### src/rtl/lock_session_ctrl.sv
// Code-entry lock controller.
// A code is typed as a serial stream of b0/b1 presses. A full correct entry
// opens the lock for a fixed time. Repeated wrong entries lead to a timed
// lockout. Every output is a register written by the state machine.
module lock_session_ctrl #(
   parameter int                  CODE_LEN      = 4,
   parameter logic [CODE_LEN-1:0] CODE          = 4'b1010,
   parameter int                  MAX_FAIL      = 3,
   parameter int                  UNLOCK_CYC    = 500,
   parameter int                  LOCKOUT_CYC   = 1000,
   parameter int                  ENTRY_TIMEOUT = 200
) (
   input  logic       clk,
   input  logic       rst,
   input  logic       b0,
   input  logic       b1,
   output logic       unlock,
   output logic       led,
   output logic       lockout,
   output logic       alarm,
   output logic [2:0] fail_cnt,
   output logic       busy
);

   // One timer is shared by all states. It is sized so that the longest
   // period fits, and it never counts past its terminal value.
   localparam int TMAX_A = (UNLOCK_CYC > LOCKOUT_CYC) ? UNLOCK_CYC : LOCKOUT_CYC;
   localparam int TMAX   = (TMAX_A > ENTRY_TIMEOUT) ? TMAX_A : ENTRY_TIMEOUT;
   localparam int TW     = $clog2(TMAX) + 1;

   typedef enum logic [1:0] {
      IDLE     = 2'd0,
      ENTRY    = 2'd1,
      UNLOCKED = 2'd2,
      LOCKOUT  = 2'd3
   } state_t;

   state_t              state_reg;
   logic [TW-1:0]       timer_reg;
   logic [CODE_LEN-1:0] entry_reg;
   logic [3:0]          digit_cnt_reg;
   logic [2:0]          fail_cnt_reg;
   logic                unlock_reg;
   logic                lockout_reg;
   logic                alarm_reg;
   logic                busy_reg;

   logic                press_valid;
   logic [CODE_LEN-1:0] entry_base;
   logic [CODE_LEN-1:0] entry_next;
   logic [3:0]          digit_cnt_next;
   logic                entry_complete;
   logic                entry_match;
   logic [2:0]          fail_cnt_next;
   logic                entry_tmo;
   logic                unlock_done;
   logic                lockout_done;

   // A simultaneous b0&b1 is not a press at all.
   assign press_valid = b0 ^ b1;

   // Digit register and count as they would be after accepting this press.
   // From IDLE a new entry always starts from an empty register.
   always_comb begin
      entry_base     = (state_reg == ENTRY) ? entry_reg : '0;
      entry_next     = (entry_base << 1) | CODE_LEN'(b1);
      digit_cnt_next = (state_reg == ENTRY) ? (digit_cnt_reg + 4'd1) : 4'd1;
      entry_complete = (digit_cnt_next == 4'(CODE_LEN));
      entry_match    = (entry_next == CODE);
      fail_cnt_next  = (fail_cnt_reg >= 3'(MAX_FAIL)) ? 3'(MAX_FAIL)
                                                      : (fail_cnt_reg + 3'd1);
   end

   // Terminal counts for the three timed periods.
   assign entry_tmo    = (timer_reg == TW'(ENTRY_TIMEOUT - 1));
   assign unlock_done  = (timer_reg == TW'(UNLOCK_CYC - 1));
   assign lockout_done = (timer_reg == TW'(LOCKOUT_CYC - 1));

   // Session state machine with registered outputs.
   always_ff @(posedge clk) begin
      if (rst) begin
         state_reg     <= IDLE;
         timer_reg     <= '0;
         entry_reg     <= '0;
         digit_cnt_reg <= '0;
         fail_cnt_reg  <= '0;
         unlock_reg    <= 1'b0;
         lockout_reg   <= 1'b0;
         alarm_reg     <= 1'b0;
         busy_reg      <= 1'b0;
      end else begin
         alarm_reg <= 1'b0;
         case (state_reg)
            IDLE, ENTRY: begin
               if (press_valid) begin
                  timer_reg <= '0;
                  if (!entry_complete) begin
                     state_reg     <= ENTRY;
                     busy_reg      <= 1'b1;
                     entry_reg     <= entry_next;
                     digit_cnt_reg <= digit_cnt_next;
                  end else begin
                     // The completing digit is judged in the same edge.
                     busy_reg      <= 1'b0;
                     entry_reg     <= '0;
                     digit_cnt_reg <= '0;
                     if (entry_match) begin
                        state_reg    <= UNLOCKED;
                        unlock_reg   <= 1'b1;
                        fail_cnt_reg <= '0;
                     end else if (fail_cnt_next == 3'(MAX_FAIL)) begin
                        state_reg    <= LOCKOUT;
                        lockout_reg  <= 1'b1;
                        alarm_reg    <= 1'b1;
                        fail_cnt_reg <= fail_cnt_next;
                     end else begin
                        state_reg    <= IDLE;
                        fail_cnt_reg <= fail_cnt_next;
                     end
                  end
               end else if (state_reg == ENTRY) begin
                  // Idle time between digits; an abandoned entry is dropped
                  // without counting as a failure.
                  if (entry_tmo) begin
                     state_reg     <= IDLE;
                     busy_reg      <= 1'b0;
                     entry_reg     <= '0;
                     digit_cnt_reg <= '0;
                     timer_reg     <= '0;
                  end else begin
                     timer_reg <= timer_reg + 1'b1;
                  end
               end
            end
            UNLOCKED: begin
               // Any real press relocks at once and is otherwise discarded.
               if (press_valid || unlock_done) begin
                  state_reg  <= IDLE;
                  unlock_reg <= 1'b0;
                  timer_reg  <= '0;
               end else begin
                  timer_reg <= timer_reg + 1'b1;
               end
            end
            LOCKOUT: begin
               // Presses are ignored for the whole lockout period.
               if (lockout_done) begin
                  state_reg    <= IDLE;
                  lockout_reg  <= 1'b0;
                  fail_cnt_reg <= '0;
                  timer_reg    <= '0;
               end else begin
                  timer_reg <= timer_reg + 1'b1;
               end
            end
            default: begin
               state_reg     <= IDLE;
               timer_reg     <= '0;
               entry_reg     <= '0;
               digit_cnt_reg <= '0;
               fail_cnt_reg  <= '0;
               unlock_reg    <= 1'b0;
               lockout_reg   <= 1'b0;
               alarm_reg     <= 1'b0;
               busy_reg      <= 1'b0;
            end
         endcase
      end
   end

   assign unlock   = unlock_reg;
   assign led      = unlock_reg;
   assign lockout  = lockout_reg;
   assign alarm    = alarm_reg;
   assign fail_cnt = fail_cnt_reg;
   assign busy     = busy_reg;

endmodule
### config.mk
export PLATFORM = sky130hd
export DESIGN_NAME = lock_session_ctrl
export DESIGN_NICKNAME = d
export VERILOG_FILES = /design/src/rtl/lock_session_ctrl.sv
export SDC_FILE = /design/constraint.sdc
export NUM_CORES = 1
export LEC_CHECK = 0
export BUFFER_PORTS_ARGS = -buffer_cell sky130_fd_sc_hd__buf_2
export CAP_MARGIN = 0
export CORE_ASPECT_RATIO = 1.4
export CORE_UTILIZATION = 48
export DETAILED_ROUTE_END_ITERATION = 8
export PLACE_DENSITY = 0.66
export SLEW_MARGIN = 30
export SYNTH_ARGS = -nofsm -noshare
export SYNTH_HDL_FRONTEND = slang
export SYNTH_SLANG_ARGS = --single-unit
### constraint.sdc
create_clock -name clk -period 5 [get_ports clk]
set_input_delay 0.75 -clock clk [delete_from_list [all_inputs] [get_ports clk]]
set_output_delay 0.75 -clock clk [all_outputs]
set_load 0.03 [all_outputs]
==> results of run 1 <==
final cells by class:
class	count	area, sq um
flip-flops and latches	27	540.5
clock buffers	4	45.04
fillers	262	1315
well taps	37	46.29
repair buffers	11	55.05
inverters	4	15.01
multi-input cells	127	889.6
through the flow:
stage                     cell area (sq um)  utilization (%)  cells  hold slack, ns
final                                  1592            54.76    210          0.4882
after global routing                   1592            54.76    210          0.5263
after CTS                              1592            54.76    210          0.4972
after detailed placement               1546            53.21    206          0.4752
after global placement                 1546            53.21    206          0.4629
after floorplan                        1496                -    166          0.4422
layout by cell type, fill, tap and decap left out, types with 3 or more instances in the layout:
cell type / synthesis / routed
sky130_fd_sc_hd__a22oi_1: 4 / 4
sky130_fd_sc_hd__a31oi_1: 3 / 3
sky130_fd_sc_hd__a32oi_1: 3 / 3
sky130_fd_sc_hd__and2_1: 3 / 3
sky130_fd_sc_hd__and4_1: 5 / 5
sky130_fd_sc_hd__buf_2: 2 / 11
sky130_fd_sc_hd__clkbuf_8: 0 / 3
sky130_fd_sc_hd__dfxtp_1: 27 / 27
sky130_fd_sc_hd__ha_1: 4 / 4
sky130_fd_sc_hd__inv_1: 4 / 4
sky130_fd_sc_hd__nand2_1: 7 / 7
sky130_fd_sc_hd__nand2b_1: 4 / 4
sky130_fd_sc_hd__nand3_1: 5 / 5
sky130_fd_sc_hd__nand3b_1: 3 / 3
sky130_fd_sc_hd__nand4_1: 5 / 5
sky130_fd_sc_hd__nor2_1: 26 / 26
sky130_fd_sc_hd__nor3_1: 4 / 4
sky130_fd_sc_hd__o21ai_0: 4 / 4
sky130_fd_sc_hd__xnor2_1: 6 / 6
sky130_fd_sc_hd__xor2_1: 4 / 4
per-layer routing:
metal	up-vias	part of all wire, %	track usage, %
li1	634	-	-
met5	-	0	0
met1	569	45	24.39
met3	7	1.2	2.667
met4	0	2.4	10.66
met2	12	51	36.13
power by group:
part | switching (W) | leakage (nW) | internal (W)
Clock | 0.0000654 | 0.0228 | 0.0000571
Sequential | 0.00000548 | 0.219 | 0.000220
Combinational | 0.0000275 | 0.342 | 0.0000150
Total | 0.0000984 | 0.583 | 0.000292
worst max-delay path, stage by stage:
cell and delay (ns):
sky130_fd_sc_hd__buf_2 0.12, sky130_fd_sc_hd__xor2_2 0.21, sky130_fd_sc_hd__nor3_1 0.64, sky130_fd_sc_hd__nor4_1 0.14
sky130_fd_sc_hd__xnor2_1 0.17, sky130_fd_sc_hd__nor2_1 0.06
worst min-delay path by stage:
stage | slack, ns | to | cells past startpoint
after detailed placement | 0.48 | entry_reg[2]$_SDFFE_PP0P_ | 2
after floorplan | 0.44 | entry_reg[2]$_SDFFE_PP0P_ | 2
after global placement | 0.46 | entry_reg[2]$_SDFFE_PP0P_ | 2
final | 0.49 | entry_reg[2]$_SDFFE_PP0P_ | 2
after global routing | 0.53 | entry_reg[2]$_SDFFE_PP0P_ | 2
after CTS | 0.50 | entry_reg[2]$_SDFFE_PP0P_ | 2
cells by family (layout without fill, tap and decap cells):
logic type      after synthesis  after routing  share of synthesized area (%)
xor+xnor                     11             11                          6.940
simple gates                 75             75                          28.18
mux                           2              2                          1.421
flops                        27             27                          36.12
compound gates               35             35                          19.57
buf+inv                      12             19                          4.431
fa+ha+maj                     4              4                          3.345
==> results.tsv, run 1 <==
stage	metric	value	unit
run_status	run_status	complete, no violations	
routing	dr.first_iter.drc_count	49	
yosys	synth_top_flop_cell	sky130_fd_sc_hd__dfxtp_1	
yosys	yosysMostFrequentCell	sky130_fd_sc_hd__dfxtp_1	
min_path	class_of_the_worst_hold_path	flop to flop	
clock_tree	post_cts_resized	0	
placed_design	finalWeightedCongestion	0.7836	
yosys	synth_common_cells	27 x sky130_fd_sc_hd__dfxtp_1, 26 x sky130_fd_sc_hd__nor2_1, 7 x sky130_fd_sc_hd__nand2_1	
clock_tree	cts_inserted_buffers	3	
placed_design	port_buffers	11	
worst_setup_path	critPathKind	input port to flop	
clock_tree	cts_max_path_buffers	2	
timing	setup_tns	0	ns
worst_setup_path	wp_data_arrival	2.10	ns
yosys	yosys.area.top_type	sky130_fd_sc_hd__dfxtp_1	
routing	detail-route-antenna-nets	0	
clock_tree	clock_tree.root_cell	sky130_fd_sc_hd__clkbuf_8	
clock_tree	clock_tree.htree_level_count	1	
yosys	synth-seq-area-share	36.12	%
yosys	synth_edf_count	0	
power	totalPowerFinal	0.0003901	W
power	pwr_density_cell	245.1	mW/mm^2
yosys	netlist-cell-type-count	51	
worst_setup_path	worst-r2r-setup-slack	3.22	ns
worst_setup_path	endpoint_kind_of_the_worst_setup_timing_path	flop	
timing	achievable-frequency	515.8	MHz
global_routing	number_of_antenna_violations_at_the_first_check_in_global_routing	0	
worst_setup_path	worst-endpoint-required	5.16	ns
power	leakagePower	0.5834	nW
worst_setup_path	critPathMaxFanout	8	
worst_setup_path	worstReg2RegStart	timer_reg[2]$_SDFFE_PP0N_	
die	placement_rows	23	
timing	finalHoldViolCount	0	
timing	finalSetupViolCount	0	
routing	post-route-drc-count	0	
final_layout	largest_register_ff_count	11	
worst_setup_path	critical_path.endpoint	timer_reg[8]$_SDFFE_PP0N_	
final_layout	layout.nets	182	
timing	setup_repair_after_global_routing_missed_its_margin	false	
die	initial_utilization	51.49	%
routing	num_vias	1222	
die	die_outline_height	68.07	um
yosys	netlist_instances	166	
clock_tree	cts_hold_buffers	0	
die	dieArea	0.003348	sq mm
die	boundaryPins	12	
timing	worst-slew-pin-transition	0.8060	ns
global_routing	grt_pass1_vias	1153	
timing	layout_min_cycle_time	1.939	ns
worst_setup_path	capture_point_of_the_worst_reg_to_reg_path	timer_reg[0]$_SDFFE_PP0N_	
flow_run	timing.max_cap.violations	0	
worst_setup_path	setup.worst_path.start_class	input port	
yosys	synthesis.area_per_instance	9.015	sq um
yosys	top_post_synthesis_cells_by_area	sky130_fd_sc_hd__dfxtp_1 36%, sky130_fd_sc_hd__nor2_1 6.5%, sky130_fd_sc_hd__xnor2_1 3.5%	
final_layout	drive_gt1_share	13.87	%
worst_setup_path	setup.worst_path.start	b0	
worst_setup_path	timing.reg2reg.worst_path_depth	5	
global_routing	grt_first_pass_wirelength	5278	um
final_layout	antenna_cells_inserted	0	
yosys	yosysWarningCount	0	
placed_design	hpwl	2273	um
routing	drt-wirelength-per-cell	14.42	um
timing	timing_max_transition_violations_final	0	
global_routing	gr-usage-all-layers	20.53	%
yosys	synth-seq-cells	27	
timing	fin_skew	0.002525	ns
die	die-width	49.19	um
timing	worst_path_setup_slack_after_routing	3.061	ns
clock_tree	postCtsSetupRepairBufs	0	
routing	routed_via_density	5.819	
clock_tree	cts.sink_count	27	
min_path	min_from	entry_reg[2]$_SDFFE_PP0P_	
yosys	postSynthNetCount	174	
yosys	synth-async-reset-ratio	0	%
yosys	yosysTopAreaCellShare	36.12	%
timing	fin_crit_sh	38.78	%
clock_tree	cts_tree	built	
clock_tree	cts.reportedPaths.clkPinSlew	0.09	ns
final_layout	syn2layout_area_growth	6.355	%
power	irDropWorstVdd	0.1762	mV
die	floorplan.core_area	0.002907	sq mm
routing	postRouteWirelength	3028	um
global_routing	globalRoute.totalOverflow	0	
timing	relSlewSlack	45.85	%
routing	drt_first_pass_iters	4	
clock_tree	clkLatencyLatePin	0.27	ns
yosys	mappedNetlistArea	0.001496	sq mm
placed_design	dpl_worst_slack	2.782	ns
global_routing	grt_start_max_net_pins	26	
Note: power is estimated with default switching activity, not from simulation.
==> inputs of run 2 (changes only) <==
Settings changed: PLACE_DENSITY 0.66 to 0.69.
Clock period 5 ns to 1.6 ns, I/O delays scaled along.
==> run 2 against run 1 <==
- critical path depth did not move
- utilization rose by 12 points
- routed wire length rose by 14%
- power rose to 3.2 times the previous value
- critical path type is now flop to flop
- largest cell class unchanged
==> results.tsv, run 2 (same netlist as run 1, synthesis figures left out) <==
stage	metric	value	unit
routing	postRouteWirelength	3437	um
worst_setup_path	worst_path_cell_with_the_longest_stage_delay	sky130_fd_sc_hd__dfxtp_2	
die	floorplan.core_area	0.002907	sq mm
clock_tree	cts_max_path_buffers	2	
power	irDropWorstVdd	0.6582	mV
timing	worst-slew-pin-transition	0.4357	ns
placed_design	hpwl	2471	um
global_routing	gr-usage-all-layers	21.84	%
routing	dr.first_iter.drc_count	43	
worst_setup_path	critPathKind	flop to flop	
final_layout	layout.nets	211	
timing	final.hold.worst_slack	0.2900	ns
timing	fin_skew	0.001524	ns
clock_tree	cts_tree	built	
clock_tree	cts.reportedPaths.clkPinSlew	0.09	ns
power	pwr_density_cell	656.1	mW/mm^2
clock_tree	clkLatencyLatePin	0.27	ns
global_routing	number_of_antenna_violations_at_the_first_check_in_global_routing	0	
timing	fin_crit_sh	98.77	%
final_layout	leading_cell_types_in_the_layout_fill_and_taps_excluded	29 x sky130_fd_sc_hd__buf_4, 25 x sky130_fd_sc_hd__nor2_1, 15 x sky130_fd_sc_hd__dfxtp_1, 11 x sky130_fd_sc_hd__buf_2, 10 x sky130_fd_sc_hd__dfxtp_2	
clock_tree	clock_tree.htree_level_count	1	
placed_design	port_buffers	11	
die	placement_rows	23	
timing	setup_tns	0	ns
die	boundaryPins	12	
timing	layout_min_cycle_time	1.580	ns
timing	setup_repair_after_global_routing_missed_its_margin	true	
clock_tree	cts_hold_buffers	0	
global_routing	grt_pass1_vias	1255	
routing	drt-wirelength-per-cell	14.38	um
clock_tree	cts_inserted_buffers	3	
min_path	class_of_the_worst_hold_path	input port to flop	
worst_setup_path	crit_path_cell_trace	nor4b_4 -> buf_4 -> nand4_1 -> nor2_4 -> a21oi_4 -> o41ai_2	
worst_setup_path	max_stage_delay	0.36	ns
timing	achievable-frequency	632.8	MHz
timing	finalHoldViolCount	0	
worst_setup_path	cpLargestDelayFamily	simple AND/OR/NAND/NOR gates	
routing	detail-route-antenna-nets	0	
final_layout	layout_commonest_cell	sky130_fd_sc_hd__buf_4	
die	die-width	49.19	um
global_routing	grt_first_pass_wirelength	5513	um
placed_design	placedInstanceArea	0.001757	sq mm
worst_setup_path	critPathMaxFanout	4	
routing	post-route-drc-count	0	
timing	timing_max_transition_violations_final	0	
final_layout	drive_gt1_share	38.12	%
worst_setup_path	number_of_buffers_and_inverters_on_the_critical_path	1	
final_layout	syn2layout_area_growth	29.01	%
clock_tree	clock_tree.root_cell	sky130_fd_sc_hd__clkbuf_8	
power	leakagePower	0.7428	nW
placed_design	finalWeightedCongestion	0.8032	
routing	drt_first_pass_iters	4	
routing	num_vias	1365	
timing	finalSetupViolCount	0	
flow_run	timing.max_cap.violations	0	
run_status	run_status	complete, no violations	
final_layout	final_util	66.42	%
final_layout	postLayoutCellArea	0.001931	sq mm
die	die_outline_height	68.07	um
die	dieArea	0.003348	sq mm
final_layout	largest_register_ff_count	11	
power	totalPowerFinal	0.001267	W
routing	routed_via_density	5.711	
timing	relSlewSlack	70.96	%
final_layout	antenna_cells_inserted	0	
global_routing	globalRoute.totalOverflow	0	
worst_setup_path	wp_data_arrival	1.76	ns
worst_setup_path	endpoint_kind_of_the_worst_setup_timing_path	flop	
worst_setup_path	setup.worst_path.start_class	flop	
clock_tree	cts.sink_count	27	
die	initial_utilization	51.49	%
global_routing	grt_start_max_net_pins	26	
worst_setup_path	worst-endpoint-required	1.78	ns
[run 2: changes by cell type in the layout (fill, tap and decap cells not counted), sizes merged]
cell  previous run  this run
buf             11        40
[run 2: area by class of cell]
class / instances / area [sq um]
Multi-Input combinational cell: 127 / 991.0
Fill cell: 266 / 975.9
Sequential cell: 27 / 560.5
Timing Repair Buffer: 40 / 272.8
Tap cell: 37 / 46.29
Clock buffer: 4 / 45.04
Inverter: 4 / 15.01
[run 2: worst paths after layout]
path	from	end	slack, ns	depth (start not counted)
min reg2reg	entry_reg[2]$_SDFFE_PP0P_	entry_reg[2]$_SDFFE_PP0P_	0.51	2
max	timer_reg[3]$_SDFFE_PP0N_	fail_cnt[2]$_SDFFE_PP0P_	0.02	6
min	b1	entry_reg[0]$_SDFFE_PP0P_	0.29	3
max reg2reg	timer_reg[3]$_SDFFE_PP0N_	fail_cnt[2]$_SDFFE_PP0P_	0.02	6
[run 2: timing repair]
action,in CTS,in global routing
setup buffers,1,2
pin swaps,5,12
resized for setup,12,14
cloned,0,0
setup endpoints to repair,19,25
[run 2: per-stage QoR]
| step | cells | setup WS (ns) |
|---|---|---|
| after floorplan | 166 | -0.01238 |
| after CTS | 237 | 0.009998 |
| final | 239 | 0.01967 |
| after global placement | 232 | -0.01143 |
| after detailed placement | 232 | -0.06810 |
| after global routing | 239 | -0.07022 |
[run 2: metal layers]
layer / part of all wire (%) / track usage [%] / vias up / routed length [um]
met3: 2.0 / 2.889 / 4 / 68
met4: 1.3 / 10.66 / 0 / 44
met2: 55 / 42.47 / 25 / 1896
li1: - / - / 680 / -
met5: 0 / 0 / - / 0
met1: 42 / 22.96 / 656 / 1427
[run 2: worst min-delay path: stages]
cell	delay [ns]
sky130_fd_sc_hd__buf_2	0.12
sky130_fd_sc_hd__a32oi_1	0.10
sky130_fd_sc_hd__nor2_1	0.07
[run 2: power breakdown]
group	switching [W]	leakage (nW)	internal, W
sequential	0.0000138	0.225	0.000684
combinational	0.0000993	0.495	0.0000802
clock	0.000210	0.0228	0.000179
==> inputs of run 3 (changes only) <==
Settings changed: CORE_ASPECT_RATIO 1.4 to default, CTS_BUF_LIST from default to sky130_fd_sc_hd__clkbuf_4 sky130_fd_sc_hd__clkbuf_8.
==> run 3 against run 2 <==
- the run now ends with negative setup slack left
- register-to-register slack worse by 0.04 ns
- maximum frequency down 2.6%
- critical path depth up 1
- via count up 0.22%
- cell count down 2.1%
- count of clock-buffer cells in the layout unchanged
- critical path type unchanged
- sequential share of layout area up 0.27 points
- clock power down 20%
- setup slack worse by 0.042 ns
- combinational power up 7%
==> results.tsv, run 3 (same netlist as run 1, synthesis figures left out) <==
stage	metric	value	unit
min_path	class_of_the_worst_hold_path	input port to flop	
worst_setup_path	capture_point_of_the_worst_reg_to_reg_path	state_reg[0]$_SDFFE_PP0P_	
min_path	hold-path-cell-count	3	
timing	timing_max_transition_violations_final	0	
power	pwr_density_cell	624.1	mW/mm^2
global_routing	grt_pass1_vias	1247	
worst_setup_path	number_of_buffers_and_inverters_on_the_critical_path	0	
final_layout	fin_cells	234	
worst_setup_path	critPathKind	flop to flop	
timing	achievable-frequency	616.3	MHz
timing	finalHoldViolCount	0	
global_routing	globalRoute.totalOverflow	0	
timing	relSlewSlack	70.28	%
timing	layout_min_cycle_time	1.623	ns
routing	num_vias	1368	
worst_setup_path	max_stage_delay	0.38	ns
run_status	run_status	finished, violations left	
routing	drt-wirelength-per-cell	14.39	um
routing	drt_first_pass_iters	4	
flow_run	timing.max_cap.violations	0	
timing	worst_path_setup_slack_after_routing	-0.02269	ns
worst_setup_path	worstReg2RegStart	fail_cnt[0]$_SDFFE_PP0P_	
timing	worst-slew-pin-transition	0.4458	ns
power	irDropWorstVdd	0.5329	mV
die	placement_rows	19	
routing	postRouteWirelength	3368	um
timing	fin_crit_sh	101.4	%
worst_setup_path	cpLargestDelayFamily	compound AO/OA/AOI/OAI gates	
clock_tree	clock_tree.htree_level_count	1	
die	floorplan.core_area	0.002853	sq mm
worst_setup_path	setup.worst_path.start	fail_cnt[0]$_SDFFE_PP0P_	
global_routing	gr-usage-all-layers	20.53	%
die	initial_utilization	52.46	%
final_layout	antenna_cells_inserted	0	
timing	fin_skew	0.003726	ns
placed_design	finalWeightedCongestion	0.8282	
final_layout	layout_commonest_cell	sky130_fd_sc_hd__buf_4	
worst_setup_path	worst_path_cell_with_the_longest_stage_delay	sky130_fd_sc_hd__dfxtp_4	
min_path	min_from	b1	
min_path	timing.hold.worst_endpoint	entry_reg[0]$_SDFFE_PP0P_	
clock_tree	cts_max_path_buffers	2	
worst_setup_path	endpoint_kind_of_the_worst_setup_timing_path	flop	
routing	detail-route-antenna-nets	0	
final_layout	largest_register_ff_count	11	
placed_design	dpl_worst_slack	-0.1254	ns
final_layout	layout.filler_cells	236	
worst_setup_path	critPathMaxFanout	3	
clock_tree	cts_hold_buffers	0	
clock_tree	cts.sink_count	27	
power	totalPowerFinal	0.001196	W
placed_design	place.detailed.instances	227	
worst_setup_path	path_common_cell	sky130_fd_sc_hd__ha_4	
routing	dr.first_iter.drc_count	57	
clock_tree	cts.reportedPaths.clkPinSlew	0.14	ns
worst_setup_path	crit_path_cell_trace	ha_4 -> ha_4 -> a211o_1 -> a31oi_2 -> nor2_2 -> o21ai_2 -> a2111oi_4	
timing	finalSetupViolCount	1	
placed_design	port_buffers	11	
clock_tree	cts_inserted_buffers	3	
clock_tree	cts_tree	built	
routing	routed_via_density	5.846	
timing	setup_repair_after_global_routing_missed_its_margin	true	
clock_tree	clkLatencyLatePin	0.32	ns
final_layout	leading_cell_types_in_the_layout_fill_and_taps_excluded	29 x sky130_fd_sc_hd__buf_4, 25 x sky130_fd_sc_hd__nor2_1, 16 x sky130_fd_sc_hd__dfxtp_1, 11 x sky130_fd_sc_hd__buf_2, 8 x sky130_fd_sc_hd__dfxtp_2	
power	leakagePower	0.7443	nW
global_routing	number_of_antenna_violations_at_the_first_check_in_global_routing	0	
worst_setup_path	wp_data_arrival	1.82	ns
run_status	failed_checks	negative setup slack	
worst_setup_path	timing.reg2reg.worst_path_depth	7	
die	dieArea	0.003345	sq mm
worst_setup_path	worst-r2r-setup-slack	-0.02	ns
global_routing	grt_start_max_net_pins	26	
placed_design	hpwl	2492	um
worst_setup_path	setup.worst_path.start_class	flop	
final_layout	layout.nets	212	
die	boundaryPins	12	
die	die_outline_height	57.84	um
worst_setup_path	worst-endpoint-required	1.80	ns
timing	final.hold.worst_slack	0.2464	ns
clock_tree	clock_tree.root_cell	sky130_fd_sc_hd__clkbuf_4	
final_layout	syn2layout_area_growth	28.09	%
routing	post-route-drc-count	0	
global_routing	grt_first_pass_wirelength	5395	um
die	die-width	57.84	um
final_layout	drive_gt1_share	38.92	%
## run 3: metrics by stage
step                util, %  setup TNS [ns]  instance area, sq um
floorplan                 -        -0.02216                  1511
global route          67.19         -0.4346                  1917
CTS                   64.56               0                  1842
detailed placement    61.58         -0.1983                  1757
finish                67.19        -0.02269                  1917
global placement      61.58               0                  1757
## run 3: layout make-up
cell class / count / area [sq um] / area share [%]
Sequential cell: 27 / 561.8 / 29.31
Tap cell: 31 / 38.79 / 2.023
Timing Repair Buffer: 41 / 284.0 / 14.82
Clock buffer: 4 / 30.03 / 1.567
Multi-Input combinational cell: 127 / 987.2 / 51.50
Inverter: 4 / 15.01 / 0.7833
## run 3: what timing repair did
| item | in CTS | in global routing |
|---|---|---|
| setup endpoints to repair | 18 | 25 |
| buffers inserted | 0 | 4 |
| pin swaps | 2 | 10 |
| gates resized for setup | 12 | 13 |
## run 3: how the worst max path moves through the flow
stage	slack [ns]	end	cells after the start
2_1_floorplan	-0.01	state_reg[0]$_SDFFE_PP0P_	6
3_3_place_gp	0.009	fail_cnt[2]$_SDFFE_PP0P_	5
3_5_place_dp	-0.13	state_reg[0]$_SDFFE_PP0P_	6
4_1_cts	0.003	state_reg[0]$_SDFFE_PP0P_	6
5_1_grt	-0.05	state_reg[0]$_SDFFE_PP0P_	7
6_report	-0.02	state_reg[0]$_SDFFE_PP0P_	7
## run 3: layer usage
metal / share of wire [%] / vias up / GRT usage, %
met3: 2.4 / 8 / 2.009
met4: 1.8 / 0 / 7.823
met2: 49 / 31 / 34.65
met1: 47 / 640 / 27.18
li1: - / 689 / -
met5: 0 / - / 0
## run 3: tightest hold or removal path, delay by kind of cell
family                 cells  cell delay (ns)
AND/OR/NAND/NOR            1             0.08
AO/OA/AOI/OAI              1             0.10
buffers and inverters      1             0.12
## run 3: report_power, final
part | total, W | switching [W] | internal [W]
sequential | 0.000695 | 0.0000125 | 0.000683
combinational | 0.000192 | 0.000107 | 0.0000847
clock | 0.000310 | 0.000195 | 0.000115
total | 0.00120 | 0.000314 | 0.000882
